File: src/rtl/jt51_pkg.sv
// Shared constants and helpers for the jt51 operator slot pipeline.
package jt51_pkg;

    localparam int N_SLOTS = 32;
    localparam int N_CH    = 8;

    // Operator group, the upper two bits of a slot number.
    typedef enum logic [1:0] {
        GRP_M1 = 2'd0,
        GRP_M2 = 2'd1,
        GRP_C1 = 2'd2,
        GRP_C2 = 2'd3
    } grp_e;

    // Reorders register 0x08 key bits {C2,M2,C1,M1} into group order, so
    // bit g of the result is the key bit for group g. M2 and C1 swap places.
    function automatic logic [3:0] mask_to_grp(input logic [3:0] mask);
        logic [3:0] grp_bits;
        grp_bits[GRP_M1] = mask[0];
        grp_bits[GRP_C1] = mask[1];
        grp_bits[GRP_M2] = mask[2];
        grp_bits[GRP_C2] = mask[3];
        return grp_bits;
    endfunction

endpackage

File: src/rtl/jt51_sh.sv
// Clock-enabled shift register: din_i reappears on drop_o STAGES cen-cycles later.
module jt51_sh #(
    parameter int WIDTH  = 1,
    parameter int STAGES = 2
) (
    input  logic             clk,
    input  logic             rst_n,
    input  logic             cen_i,
    input  logic [WIDTH-1:0] din_i,
    output logic [WIDTH-1:0] drop_o
);

    logic [WIDTH-1:0] sr_q [STAGES];

    // Shift one stage per enabled clock.
    always_ff @(posedge clk or negedge rst_n) begin
        if (!rst_n) begin
            // NOTE: these stages are flip-flops rather than a RAM, so clearing them in reset is cheap and keeps stale pulses from leaking out after reset.
            for (int i = 0; i < STAGES; i++) sr_q[i] <= '0;
        end else if (cen_i) begin
            sr_q[0] <= din_i;
            for (int i = 1; i < STAGES; i++) sr_q[i] <= sr_q[i-1];
        end
    end

    assign drop_o = sr_q[STAGES-1];

endmodule

File: src/rtl/jt51_kon_sched.sv
// Key-on scheduler: runs the 32-slot counter, holds CPU key requests and
// commits each operator's key state as its slot enters stage I.
module jt51_kon_sched
    import jt51_pkg::*;
#(
    parameter int PGRST_DLY = 2,
    parameter int KON_DLY   = 0
) (
    input  logic       clk,
    input  logic       rst_n,
    input  logic       cen,
    input  logic       kon_we,
    input  logic [2:0] kon_ch,
    input  logic [3:0] kon_mask,
    output logic [4:0] slot_I,
    output logic       zero,
    output logic       kon_I,
    output logic       pg_rst_III,
    output logic       busy
);

    logic [4:0]         slot_q, slot_d;
    logic               zero_q, zero_d;
    logic               kon_q, kon_d;
    logic               edge_q, edge_d;
    logic               busy_q, busy_d;
    logic [N_SLOTS-1:0] req_q, req_d;
    logic [N_SLOTS-1:0] cur_q, cur_d;
    logic [3:0]         grp_bits;

    assign grp_bits = mask_to_grp(kon_mask);

    // Next state: commit the slot being entered, then overlay any CPU write.
    always_comb begin
        // NOTE: every signal gets a default before the conditionals so no path leaves it unassigned, which would infer a latch.
        slot_d = slot_q + 5'd1;
        zero_d = (slot_d == 5'd0);
        kon_d  = kon_q;
        edge_d = edge_q;
        busy_d = busy_q;
        cur_d  = cur_q;
        req_d  = req_q;
        // The commit reads req_q, so a write landing on the same clock as the
        // commit of its slot waits a full revolution instead of being lost.
        if (cen) begin
            cur_d[slot_d] = req_q[slot_d];
            kon_d         = req_q[slot_d];
            edge_d        = req_q[slot_d] & ~cur_q[slot_d];
        end
        if (kon_we) begin
            for (int g = 0; g < 4; g++) req_d[{2'(g), kon_ch}] = grp_bits[g];
        end
        if (cen) busy_d = |(req_d ^ cur_d);
    end

    // Slot-pipeline state advances only on cen; key requests follow every write.
    always_ff @(posedge clk or negedge rst_n) begin
        if (!rst_n) begin
            slot_q <= 5'd0;
            zero_q <= 1'b1;
            kon_q  <= 1'b0;
            edge_q <= 1'b0;
            busy_q <= 1'b0;
            req_q  <= '0;
            cur_q  <= '0;
        end else begin
            // NOTE: sequential state uses non-blocking assignments so every register samples the pre-edge values regardless of statement order.
            req_q  <= req_d;
            cur_q  <= cur_d;
            busy_q <= busy_d;
            if (cen) begin
                slot_q <= slot_d;
                zero_q <= zero_d;
                kon_q  <= kon_d;
                edge_q <= edge_d;
            end
        end
    end

    // Delay the key-on edge so the phase reset lines up with stage III.
    generate
        if (PGRST_DLY == 0) begin : g_pg_direct
            assign pg_rst_III = edge_q;
        end else begin : g_pg_delay
            jt51_sh #(.WIDTH(1), .STAGES(PGRST_DLY)) u_pg_sh (
                .clk    (clk),
                .rst_n  (rst_n),
                .cen_i  (cen),
                .din_i  (edge_q),
                .drop_o (pg_rst_III)
            );
        end
    endgenerate

    // Optional extra alignment of the key level towards the envelope generator.
    generate
        if (KON_DLY == 0) begin : g_kon_direct
            assign kon_I = kon_q;
        end else begin : g_kon_delay
            jt51_sh #(.WIDTH(1), .STAGES(KON_DLY)) u_kon_sh (
                .clk    (clk),
                .rst_n  (rst_n),
                .cen_i  (cen),
                .din_i  (kon_q),
                .drop_o (kon_I)
            );
        end
    endgenerate

    assign slot_I = slot_q;
    assign zero   = zero_q;
    assign busy   = busy_q;

endmodule

File: config.mk
export PLATFORM = sky130hd
export DESIGN_NAME = jt51_kon_sched
export DESIGN_NICKNAME = d
export VERILOG_FILES = /design/src/rtl/jt51_pkg.sv /design/src/rtl/jt51_sh.sv /design/src/rtl/jt51_kon_sched.sv
export SDC_FILE = /design/constraint.sdc
export NUM_CORES = 1
export LEC_CHECK = 0
export CORE_MARGIN = 3
export CORE_UTILIZATION = 45
export CTS_BUF_LIST = sky130_fd_sc_hd__clkbuf_2
export CTS_CLUSTER_DIAMETER = 50
export DETAILED_ROUTE_END_ITERATION = 7
export GPL_ROUTABILITY_DRIVEN = 1
export PLACE_DENSITY_LB_ADDON = 0.08
export SLEW_MARGIN = 20
export SYNTH_ARGS = -nofsm -noshare
export SYNTH_HDL_FRONTEND = slang
export SYNTH_SLANG_ARGS = --single-unit
File: constraint.sdc
create_clock -name clk -period 7.3 [get_ports clk]
set_input_delay 1.46 -clock clk [delete_from_list [all_inputs] [get_ports clk]]
set_output_delay 1.46 -clock clk [all_outputs]
set_load 0.02 [all_outputs]
==> run metrics <==
ys async rst share 100%; H-tree depth 3; global-route wire length before repair 21.4 mm; Peak VDD IR about 0.29 mV; worst r2r path cells 14; Finished Cell Area 5000 um^2; #FFs+latches synth 75; global routing's busiest layer met1; met3 GRT Util under 10%; Crit path arrival time ~5000 ps; final net count ~460; vias per std cell between 6 and 7; yosys warns 0; Clk Latency, worst-skew pair between 500 and 600 ps; Max clock buf depth 2; Inserted Clock Buffers 9; final hold vios 0; Primary FF master, synth dfrtp_1; PnR worst setup slack 2770 ps; clock share of power under 10%; Core Region approximately 9900 um^2; Setup violations, final 0; fin crit period 4530 ps; Layout area overhead 8.15%; end-of-flow core utilization approximately half; RD Place Congestion just under 1; hold slack just under 500 ps; Post-synth EDFFs 0; hold path depth 2; Post-DP Area 4910 um^2; fillcell total just over 900; CP required about 7700 ps; RSZ-0062 raised after global routing no; Routed WL per cell roughly 24 um; Tot Pwr 2.25 mW; post-route DRC violation count 0; input/output buffers 19; DPL Wire Length ~10 mm; Comb pwr share roughly 61%; M2 GR Usage between 30% and 40%; sequential area share after synthesis roughly two fifths; Worst Skew 35.0 ps; Post-Syn Nets roughly 440; Ports 20; Least-Margin Pin Slew 1010 ps; crit share post-route just over 60%; initial DRC count ~320; Slew Limit Headroom between 30% and 40%; critical path class reg -> reg; Total Wirelength between 10 and 15 mm; Pleak 2.14 nW; die height between 100 and 150 um; antenna violations before repair 0; Post-CTS Setup Bufs 0; CTS tree built; Max Clock Freq roughly 220 MHz; ant diodes 0; Sw Ratio around half; Place WS 2550 ps; cts hold-fix bufs 0; Syn Area/Cell between 10 and 15 um^2; Synth Cell Area 4620 um^2; DRT antenna net count 0; CP Max Fanout 37; vias in the first global route ~3,500; cells after synthesis 428; internal cell power about 1.2 mW; Critical Path Source Type flop; Initial Utilization between 40% and 50%; Site Rows 36; Clock Sink Count between 70 and 80; grt ovf 0; pwr dens roughly 450 nW/um^2; setup TNS 0 ps; post-cts sizing count 0; sequential power share a little under a third; switching power between 1 and 1.5 mW; Distinct cells, synth 61; die width 107 um; dpl cells about 570; share of cells above drive strength 1 between 20% and 30%; pin count of the biggest net entering global routing 76; Max Cap Violations 0; max-slew violation count 0; CTS clk-pin slew, worst paths around 190 ps; GRT Total Usage between 20% and 30%; worst min-delay path class reg -> reg; status finished, final reports clean; Initial DRT Pass Iterations 5; root buffer cell clkbuf_2; met1 GRT Util between 30% and 40%; CP Capture Type flop; die area 11,500 um^2; Via Count roughly 3,600; Final Instance Count excl. Fillers roughly 580
worst paths after layout:
path | start | end | slack [ps]
max | slot_I[0]$_DFFE_PN0P_ | busy$_DFFE_PN0P_ | 2770
min in group asynchronous | rst_n | req_q[5]$_DFF_PN0_ | 1000
max reg2reg | slot_I[0]$_DFFE_PN0P_ | busy$_DFFE_PN0P_ | 2770
max in group asynchronous | rst_n | cur_q[11]$_DFF_PN0_ | 5620
min reg2reg | zero$_DFFE_PN1P_ | zero$_DFFE_PN1P_ | 490
min | zero$_DFFE_PN1P_ | zero$_DFFE_PN1P_ | 490
synthesized netlist by cell type, types with 10 or more instances:
master   count  area [um^2]
mux2_2      47          529
a21oi_1     11         55.1
inv_1       23         86.3
xor2_1      15          131
nor2_1      33          124
nand2_1     36          135
mux2i_1     19          190
mux4_2      16          360
nand3_1     11         55.1
dfrtp_1     74         1850
o21ai_0     10         50.1
o22ai_1     10         62.6
cell families (layout without fill, tap and decap cells):
| group | after synthesis | count (layout) | synth area share, % |
|---|---|---|---|
| AO/OA/AOI/OAI | 77 | 77 | 12.5 |
| multiplexers | 83 | 83 | 23.6 |
| XOR/XNOR | 22 | 22 | 4.33 |
| flip-flops | 75 | 75 | 40.6 |
| AND/OR/NAND/NOR | 125 | 125 | 13.6 |
| adder cells (fa/ha/maj) | 5 | 5 | 1.35 |
| buffers and inverters | 41 | 63 | 4.03 |
critical path, cell delays in order, from the launching register on:
cell and delay (ps):
dfrtp_1 360, buf_4 420, inv_1 130, ha_1 590, buf_4 320, mux4_2 350
mux2_1 330, a31oi_2 200, a2111oi_4 70, buf_4 270, mux2_2 370, xor2_1 180
nor4_1 260, nand3_1 200, o31a_1 330
power groups by stage:
| stage | Combinational [mW] | Sequential (mW) | Clock (mW) |
|---|---|---|---|
| 6_report | 1.37 | 0.681 | 0.201 |
| 5_1_grt | 1.47 | 0.705 | 0.225 |
| 4_1_cts | 1.36 | 0.679 | 0.206 |
| 3_5_place_dp | 1.35 | 0.688 | 0 |
| 3_3_place_gp | 1.36 | 0.686 | 0 |
| 2_1_floorplan | 1.02 | 0.648 | 0 |
cell usage in the layout, fill, tap and decap left out, drive strengths merged, types with 9 or more instances in the layout:
cell type	synthesis	routed
a21oi	11	11
and2	9	9
clkbuf	5	11
clkdlybuf4s50	0	18
dfrtp	74	74
inv	23	23
mux2	48	48
mux2i	19	19
mux4	16	16
nand2	36	36
nand3	12	12
nor2	33	33
o21ai	10	10
o22ai	10	10
xor2	16	16
area by class of cell:
type	instances	area [um^2]	area share, %
Timing Repair Buffer	24	225	4.50
Tap cell	133	166	3.33
Multi-Input combinational cell	312	2560	51.2
Clock inverter	5	30.0	0.601
Inverter	23	86.3	1.73
Sequential cell	75	1880	37.6
Clock buffer	11	55.1	1.10
registers in the layout (all words and copies together) (netlist names):
name and flops:
slot_I 5, zero 1, g_pg_delay.u_pg_sh.sr_q 1, cur_q 32, kon_I 1, busy 1
edge_q 1, req_q 32, g_pg_delay.u_pg_sh.drop_o 1
per-layer routing:
metal  part of all wire, %  vias up
li1                      -     1622
met1                    48     1826
met2                    43      118
met3                   6.4       27
met4                   3.3        0
met5                     0        -
No activity file was read; power rests on OpenSTA's default activity.
